--- src/rtl/hamming_secded_serial_codec.sv ---
// hamming_secded_serial_codec
//   Extended-Hamming (SECDED) codec built around one shared shift register and
//   bit counter. Per frame it either encodes a parallel word into a serial
//   codeword (bit 0 first) or decodes a serial codeword into a corrected
//   parallel word with single-error correction and double-error detection.
//
//   Codeword layout: bit 0 is overall parity (all bits XOR to 0). Bits
//   1..CW_W-1 are Hamming positions; parity bits sit at powers of two and
//   data bits fill the remaining positions in ascending order.
//
// Ports
//   clk, rst_n     clock, asynchronous active-low reset
//   mode           0 = encode, 1 = decode (sampled in IDLE only)
//   flush          synchronous abort back to IDLE, frame discarded
//   in_valid/in_ready/in_data         encode parallel input handshake
//   ser_out/ser_out_vld/ser_out_last  encode serial output
//   ser_in/ser_in_vld                 decode serial input (gaps allowed)
//   busy                              engine is not in IDLE
//   dec_data/dec_valid/err_corr/err_uncorr/syndrome  decode result
//
// State        | meaning
// -------------+---------------------------------------------------------
// S_IDLE       | waiting for encode handshake or first decode bit
// S_ENC_SHIFT  | driving codeword bits on ser_out, one per cycle
// S_DEC_SHIFT  | collecting codeword bits on ser_in_vld cycles
// S_DEC_FIX    | registering syndrome and overall parity
// S_DEC_OUT    | applying correction, registering result and strobe
module hamming_secded_serial_codec #(
  parameter int DATA_W = 11,
  parameter int PAR_W  = 4
) (
  input  logic              clk,
  input  logic              rst_n,
  input  logic              mode,
  input  logic              flush,
  input  logic              in_valid,
  output logic              in_ready,
  input  logic [DATA_W-1:0] in_data,
  output logic              ser_out,
  output logic              ser_out_vld,
  output logic              ser_out_last,
  input  logic              ser_in,
  input  logic              ser_in_vld,
  output logic              busy,
  output logic [DATA_W-1:0] dec_data,
  output logic              dec_valid,
  output logic              err_corr,
  output logic              err_uncorr,
  output logic [PAR_W-1:0]  syndrome
);

  localparam int CW_W     = DATA_W + PAR_W + 1;
  localparam int CNT_W    = (CW_W > 2) ? $clog2(CW_W) : 1;
  localparam int SYN_SPAN = 2 ** PAR_W;
  localparam logic [CNT_W-1:0] CNT_LAST = CNT_W'(CW_W - 1);
  localparam logic [CNT_W-1:0] CNT_PEN  = CNT_W'(CW_W - 2);

  if (SYN_SPAN < CW_W) begin : g_bad_par_w
    $error("PAR_W too small: 2**PAR_W must be >= DATA_W+PAR_W+1");
  end
  // Every parity position must land inside the codeword, otherwise the
  // data-to-position mapping runs out of slots.
  if (2 ** (PAR_W - 1) > CW_W - 1) begin : g_bad_par_fit
    $error("PAR_W too large for DATA_W: parity positions exceed codeword");
  end

  // Codeword position of data bit j (j-th non-power-of-two position >= 1).
  function automatic int data_pos(input int j);
    int cnt;
    int pos;
    cnt = 0;
    pos = 0;
    for (int i = 1; i < CW_W; i++) begin
      if ((i & (i - 1)) != 0) begin
        if (cnt == j) pos = i;
        cnt++;
      end
    end
    return pos;
  endfunction

  // Positions covered by parity bit k (position index has bit k set).
  function automatic logic [CW_W-1:0] par_mask(input int k);
    logic [CW_W-1:0] m;
    m = '0;
    for (int i = 1; i < CW_W; i++) begin
      if (((i >> k) & 1) != 0) m = m | (CW_W'(1) << i);
    end
    return m;
  endfunction

  typedef enum logic [2:0] {
    S_IDLE,
    S_ENC_SHIFT,
    S_DEC_SHIFT,
    S_DEC_FIX,
    S_DEC_OUT
  } state_t;

  state_t             state;
  logic [CNT_W-1:0]   cnt;
  logic [CW_W-1:0]    sr;
  logic [PAR_W-1:0]   syn_r;
  logic               q_r;

  // ---------------- encoder datapath ----------------
  logic [CW_W-1:0]    enc_place [DATA_W+1];
  logic [CW_W-1:0]    enc_par   [PAR_W+1];
  logic [PAR_W-1:0]   enc_syn;
  logic [CW_W-1:0]    enc_cw;

  assign enc_place[0] = '0;
  for (genvar j = 0; j < DATA_W; j++) begin : g_enc_place
    localparam int P = data_pos(j);
    assign enc_place[j+1] = enc_place[j] | (CW_W'(in_data[j]) << P);
  end

  // With parity positions still zero, the syndrome of the data-only word is
  // exactly the parity value each power-of-two position needs.
  assign enc_par[0] = enc_place[DATA_W];
  for (genvar k = 0; k < PAR_W; k++) begin : g_enc_par
    assign enc_syn[k]   = ^(enc_place[DATA_W] & par_mask(k));
    assign enc_par[k+1] = enc_par[k] | (CW_W'(enc_syn[k]) << (1 << k));
  end

  assign enc_cw = {enc_par[PAR_W][CW_W-1:1], ^enc_par[PAR_W][CW_W-1:1]};

  // ---------------- decoder datapath ----------------
  logic [PAR_W-1:0]    dec_syn;
  logic [SYN_SPAN-1:0] syn_onehot;
  logic                syn_in_range;
  logic [CW_W-1:0]     corr_flip;
  logic                corr_hit;
  logic                uncorr_hit;
  logic [CW_W-1:0]     dec_fixed;
  logic [DATA_W-1:0]   dec_word;

  for (genvar k = 0; k < PAR_W; k++) begin : g_dec_syn
    assign dec_syn[k] = ^(sr & par_mask(k));
  end

  // A syndrome beyond the last real position (shortened code) has no bit
  // to flip; the one-hot decode simply falls off the top in that case.
  assign syn_onehot   = SYN_SPAN'(1) << syn_r;
  assign syn_in_range = |syn_onehot[CW_W-1:0];

  always_comb begin
    corr_flip  = '0;
    corr_hit   = 1'b0;
    uncorr_hit = 1'b0;
    if (q_r) begin
      if (syn_in_range) begin
        corr_flip = syn_onehot[CW_W-1:0];
        corr_hit  = 1'b1;
      end else begin
        uncorr_hit = 1'b1;
      end
    end else if (syn_r != '0) begin
      uncorr_hit = 1'b1;
    end
  end

  assign dec_fixed = sr ^ corr_flip;

  for (genvar j = 0; j < DATA_W; j++) begin : g_dec_extract
    localparam int P = data_pos(j);
    assign dec_word[j] = dec_fixed[P];
  end

  assign busy     = (state != S_IDLE);
  assign in_ready = (state == S_IDLE) && !mode;

  // ---------------- control ----------------
  always_ff @(posedge clk or negedge rst_n) begin
    if (!rst_n) begin
      state        <= S_IDLE;
      cnt          <= '0;
      sr           <= '0;
      syn_r        <= '0;
      q_r          <= 1'b0;
      ser_out      <= 1'b0;
      ser_out_vld  <= 1'b0;
      ser_out_last <= 1'b0;
      dec_valid    <= 1'b0;
      dec_data     <= '0;
      err_corr     <= 1'b0;
      err_uncorr   <= 1'b0;
      syndrome     <= '0;
    end else begin
      dec_valid <= 1'b0;
      if (flush) begin
        state        <= S_IDLE;
        cnt          <= '0;
        ser_out      <= 1'b0;
        ser_out_vld  <= 1'b0;
        ser_out_last <= 1'b0;
      end else begin
        case (state)
          S_IDLE: begin
            cnt <= '0;
            if (!mode) begin
              if (in_valid) begin
                sr           <= enc_cw >> 1;
                ser_out      <= enc_cw[0];
                ser_out_vld  <= 1'b1;
                ser_out_last <= 1'b0;
                state        <= S_ENC_SHIFT;
              end
            end else if (ser_in_vld) begin
              // Bits enter at the top so bit 0 ends up at sr[0].
              sr    <= {ser_in, sr[CW_W-1:1]};
              cnt   <= CNT_W'(1);
              state <= S_DEC_SHIFT;
            end
          end

          S_ENC_SHIFT: begin
            if (cnt == CNT_LAST) begin
              state        <= S_IDLE;
              cnt          <= '0;
              ser_out      <= 1'b0;
              ser_out_vld  <= 1'b0;
              ser_out_last <= 1'b0;
            end else begin
              ser_out      <= sr[0];
              sr           <= sr >> 1;
              cnt          <= cnt + CNT_W'(1);
              ser_out_last <= (cnt == CNT_PEN);
            end
          end

          S_DEC_SHIFT: begin
            if (ser_in_vld) begin
              sr <= {ser_in, sr[CW_W-1:1]};
              if (cnt == CNT_LAST) begin
                state <= S_DEC_FIX;
              end else begin
                cnt <= cnt + CNT_W'(1);
              end
            end
          end

          S_DEC_FIX: begin
            syn_r <= dec_syn;
            q_r   <= ^sr;
            state <= S_DEC_OUT;
          end

          S_DEC_OUT: begin
            dec_data   <= dec_word;
            err_corr   <= corr_hit;
            err_uncorr <= uncorr_hit;
            syndrome   <= syn_r;
            dec_valid  <= 1'b1;
            cnt        <= '0;
            state      <= S_IDLE;
          end

          default: begin
            state <= S_IDLE;
            cnt   <= '0;
          end
        endcase
      end
    end
  end

endmodule
--- config.mk ---
export PLATFORM = sky130hd
export DESIGN_NAME = hamming_secded_serial_codec
export DESIGN_NICKNAME = d
export VERILOG_FILES = /design/src/rtl/hamming_secded_serial_codec.sv
export SDC_FILE = /design/constraint.sdc
export NUM_CORES = 1
export LEC_CHECK = 0
export ABC_AREA = 1
export ABC_CLOCK_PERIOD_IN_PS = 1970
export BUFFER_PORTS_ARGS = -buffer_cell sky130_fd_sc_hd__buf_2
export CELL_PAD_IN_SITES_DETAIL_PLACEMENT = 1
export CELL_PAD_IN_SITES_GLOBAL_PLACEMENT = 1
export CORE_MARGIN = 1
export CORE_UTILIZATION = 25
export CTS_CLUSTER_DIAMETER = 50
export DETAILED_ROUTE_END_ITERATION = 8
export PLACE_DENSITY_LB_ADDON = 0.12
export SLEW_MARGIN = 25
export SYNTH_ARGS = -nofsm -noshare
export SYNTH_HDL_FRONTEND = slang
export SYNTH_SLANG_ARGS = --single-unit
export TNS_END_PERCENT = 50
--- constraint.sdc ---
create_clock -name clk -period 1.97 [get_ports clk]
set_input_delay 0.197 -clock clk [delete_from_list [all_inputs] [get_ports clk]]
set_output_delay 0.197 -clock clk [all_outputs]
set_load 0.005 [all_outputs]
-- Word-level counts from Yosys, hierarchy flattened
Cells that the tools add are included.
- register bits: 49
- input bits: 18
- output and inout port bits: 23
- logic and storage cells: 117
- add/sub/neg operators: 1
- equal/unequal tests: 17
- shift operators: 1
- mux-type cells: 44
- bitwise logic cells: 16
- reduce and logical (&&, ||, !) cells: 25
- operators with widths (operator ; number):
    16-bit XOR reduction ; 9
    16-bit two-way mux ; 6
    16-bit one-hot mux with 3 select lines ; 1
    1-bit two-way mux ; 21
    3-bit two-way mux ; 7
    3-bit inequality test, second input constant ; 7
    4-bit two-way mux ; 4
    15-bit by 16-bit bitwise OR with 16-bit output ; 1
    16-bit by 2-bit bitwise OR with 16-bit output ; 1
    16-bit by 3-bit bitwise OR with 16-bit output ; 1
    16-bit by 5-bit bitwise OR with 16-bit output ; 1
    16-bit by 9-bit bitwise OR with 16-bit output ; 1
    4-bit one-hot mux with 4 select lines ; 1
    16-bit OR reduction ; 1
    1-bit by 4-bit << shifter with 16-bit output, first input constant ; 1
    16-bit bitwise XOR ; 1
    14-bit by 15-bit bitwise OR with 15-bit output ; 1
    15-bit XOR reduction ; 1
    13-bit by 14-bit bitwise OR with 14-bit output ; 1
    12-bit by 13-bit bitwise OR with 13-bit output ; 1
    11-bit by 12-bit bitwise OR with 12-bit output ; 1
    3-bit one-hot mux with 4 select lines ; 1
    10-bit by 11-bit bitwise OR with 11-bit output ; 1
    8-bit by 10-bit bitwise OR with 10-bit output ; 1
    other kinds (21) ; 32

-- Logic depth before layout (Yosys ltp)
- depth after elaboration: 20
- gate-level depth with buffers: 14
- gate-level depth less buffers: 14

-- Worst setup path before layout
OpenSTA, ideal clock, no wires.
- path kind: reg2reg
- start point: register state[0]
- end point: register sr[0]
- setup time: 0.134 ns
- arrival time: 1.398 ns
- data required time: 1.836 ns
- path slack: 0.437 ns
- stages on the path, launching flop included: 10
- buffers on the path: 1
- clock period less this slack: 1.533 ns
- cells stage by stage: dfrtp_1 -> nor2_2 -> nand2_1 -> nor2_2 -> nand2_1 -> nand3_4 -> inv_4 -> buf_12 -> nor2_1 -> a31oi_2
- cells in the longest elaborated chain, start to end: 3
- elaborated cells on any way between the ends: 8
- those cells by class: eq/ne (4); mux (1); reduce/logical (3)
- ends and longest elaborated chain (what ; line ; text):
    start: declaration ; 100 ; state_t state;
    start signal: assignment ; 176 ; state <= S_IDLE;
    start signal: assignment ; 192 ; state <= S_IDLE;
    start signal: assignment ; 207 ; state <= S_ENC_SHIFT;
    3-bit by 1-bit == test with 1-bit output, or another cell as far along ; 198 ; case (state)
    2-bit inequality test (no source line), or another cell as far along ; -- ;
    4-bit AND reduction (no source line) ; -- ;
    end signal: assignment ; 203 ; sr <= enc_cw >> 1;
    end signal: assignment ; 211 ; sr <= {ser_in, sr[CW_W-1:1]};
    end signal: assignment ; 226 ; sr <= sr >> 1;
    end: declaration ; 102 ; logic [CW_W-1:0] sr;
Parallel ways exist; a longest one is shown, timed or not.
A chain may end at the register's enable or synchronous reset.

-- Worst setup path in the final report
- start point: register state[0]
- end point: register sr[15]
Same word-level chain as after synthesis.

==> metrics.md <==
| Metric | Value |
|---|---|
| Non-Filler Instances | `671` |
| Chip Height | `117.9 um` |
| Vias in the first global route | `3219` |
| Fin crit period | `1764 ps` |
| Post-Syn Area | `0.003359 sq mm` |
| Max-cap violations | `0` |
| # clock sinks | `49` |
| R2R Setup Slk | `210 ps` |
| Crit. End Element | `register` |
| Worst Path Arrival | `1940 ps` |
| Clk root buf | `clkbuf_16` |
| Min-Delay Path Class | `in -> reg` |
| Drt drc | `0` |
| Leak | `1.938 nW` |
| CTS tree | `yes` |
| WHS Endpoint | `sr[15]` |
| Worst ir drop on vdd | `0.4671 mV` |
| # IOs | `41` |
| Placement Setup Slack | `161.9 ps` |
| Critical Path Fanout Max | `12` |
| CORE AREA | `0.01288 sq mm` |
| Nets | `518` |
| Clock skew | `4.543 ps` |
| Final core occ | `30.58%` |
| Share of the synthesized area in the top cell type | `36.50%` |
| Fillers | `1596` |
| Asr flop ratio synth | `100.0%` |
| Least-Margin Pin Slew | `625.4 ps` |
| Post-DP HPWL | `7681 um` |
| Pin count of the biggest net entering global routing | `34` |
| Final Cycle Share | `89.54%` |
| Yosys reg bits | `49` |
| Vias post-DR | `3040` |
| Placement Rows | `41` |
| Library cells used by synthesis | `39` |
| Reg2reg start | `state[0]` |
| Hold path start | `ser_in` |
| Clock Tree Buf Depth | `2` |
| 1st-iter DRT viols | `93` |
| FF-to-FF End | `sr[15]` |
| Dominant synthesized flop cell | `dfrtp_1` |
| Final worst setup slack | `206.1 ps` |
| Post-synth top cells | `nand2_1, inv_1, dfrtp_1, o21ai_0, nor2_1` |
| Global Route Usage Sum | `14.55%` |
| Routed wire length | `9516 um` |
| H-tree levels | `2` |
| Min-Delay Path Depth | `3` |
| Detail Route Antenna Nets | `0` |
| R2R depth | `9` |
| ANT cells | `0` |
| Yosys warning count | `0` |
| Fin. max-slew vios | `0` |
| CP max stage cell | `dfrtp_1` |
| Growth of design area from synthesis to finish | `17.21%` |
| Setup CP Type | `reg -> reg` |
| Die Area | `0.01391 sq mm` |
| First-pass GRT wire length | `16150 um` |
| Pwr/cell area | `1586 mW/mm^2` |
| CTS Buf Count | `5` |
| Initial Util | `26.09%` |
| Status | `completed` |
| Hold_ws | `157.6 ps` |
| Final Hold Fails | `0` |
| Gpl congestion | `0.7778` |
| Leading area contributor after synthesis | `dfrtp_1` |
| Layout cells sized above 1 | `16.43%` |
| Clk slew on worst S/H paths | `70 ps` |
| Avg Inst Size Synth | `7.351 sq um` |
| Via/cell ratio | `4.531` |
| Routed len/inst | `14.18 um` |
| Count leader, synth | `nand2_1` |
| CP Cell Sequence | `nor2_2 -> nand2_1 -> nor2_2 -> nand2_1 -> nand3_4 -> buf_4 -> nor2_1 -> o22ai_1 -> nor2_1` |
| Syn_nets | `477` |
| RSZ-0062 raised after global routing | `no` |
| Cells after Synth | `457` |
| Sequential share of the synthesized area | `36.50%` |
| Die Wd | `117.9 um` |
| Grt total ovfl | `0` |
| # placed instances | `662` |
| CP Launch Type | `register` |
| WP data required | `2150 ps` |
| Synth area leaders | `dfrtp_1, nand2_1, inv_1, xnor2_1, xor2_1` |
| Drt pass-1 iters | `6` |
| Maximum clock rate | `0.5669 GHz` |
| Finish-stage setup viols | `0` |
| Worst slew margin | `58.31%` |
| IO buf count | `40` |
| Aggregate negative setup slack | `0 ps` |
| Max stage delay on crit path | `470 ps` |
| EDFF count, synth | `0` |
| Clock latency on the worst-skew pair | `290 ps` |
| Initial antenna violation count | `0` |
[final cells by class]
cell class / instances / area [sq um] / share of cell area [%]
Inverter: 55 / 209.0 / 5.307
Multi-Input combinational cell: 339 / 1839 / 46.71
Clock buffer: 7 / 142.6 / 3.622
Timing Repair Buffer: 48 / 275.3 / 6.991
Clock inverter: 1 / 30.03 / 0.7626
Tap cell: 172 / 215.2 / 5.466
Sequential cell: 49 / 1226 / 31.14
[cells by family (layout without fill, tap and decap cells)]
family	count (synthesis)	after routing	synth area share (%)
AO/OA/AOI/OAI	82	82	16.61
XOR/XNOR	39	39	10.17
adder cells (fa/ha/maj)	2	2	0.7448
buffers and inverters	69	111	8.976
flip-flops	49	49	36.50
AND/OR/NAND/NOR	216	216	27.00
[report_power, final]
part	switching [mW]	leakage (nW)	internal (mW)
clock	0.377	0.0841	0.635
combinational	1.88	1.25	1.43
sequential	0.481	0.605	1.44
total	2.74	1.94	3.50
[metrics by stage]
| stage | power [mW] | cell area [sq um] |
|---|---|---|
| global placement | 5.252 | 3747 |
| floorplan | 4.409 | 3359 |
| CTS | 6.374 | 3930 |
| finish | 6.244 | 3938 |
| global route | 6.852 | 3938 |
| detailed placement | 5.322 | 3747 |
[state kept, by name, summed over array words and instances (netlist names)]
signal / flops
cnt: 4
dec_data: 11
dec_valid: 1
err_corr: 1
err_uncorr: 1
q_r: 1
ser_out: 1
ser_out_last: 1
ser_out_vld: 1
sr: 16
state: 3
syn_r: 4
syndrome: 4
[cell usage in the layout (no fill, tap or decap), drive strengths merged, types with 3 or more instances in the layout]
cell type  synthesis  final
nand2            154    154
nand4              3      3
nor3               3      3
a22oi             11     11
a21oi             12     12
xnor2             21     21
nor2              36     36
o211ai             5      5
clkbuf             5      7
nand3             19     19
buf                9     47
o22ai             10     10
o21ai             35     35
inv               55     55
xor2              18     18
a41oi              3      3
dfrtp             49     49
[worst max path at each step]
stage               startpoint  cells past startpoint      to
finish                state[0]                      9  sr[15]
global placement      state[1]                      8   sr[1]
global route          state[0]                      9  sr[15]
floorplan             state[0]                      9   sr[0]
CTS                   state[1]                      8   sr[1]
detailed placement    state[1]                      8   sr[1]
[what timing repair did]
| item | in CTS | in global routing |
|---|---|---|
| hold endpoints to repair | 23 | 0 |
| hold buffers | 1 | 0 |
| resized for setup | 0 | 3 |
| buffers inserted | 0 | 0 |
| setup endpoints to repair | 0 | 4 |
[worst max-delay path: cells and delay by family (launching register included)]
family | cells | cell delay [ps]
AO/OA/AOI/OAI | 1 | 130
buffers and inverters | 1 | 210
flip-flops | 1 | 470
AND/OR/NAND/NOR | 7 | 830
[layer usage]
layer | part of all wire (%) | up-vias | track usage [%]
met2 | 48 | 49 | 25.18
met5 | 0 | - | 0
li1 | - | 1553 | -
met1 | 48 | 1428 | 18.72
met4 | 1.2 | 0 | 3.686
met3 | 3.2 | 10 | 2.277
Power figures use the tool's default switching activity.
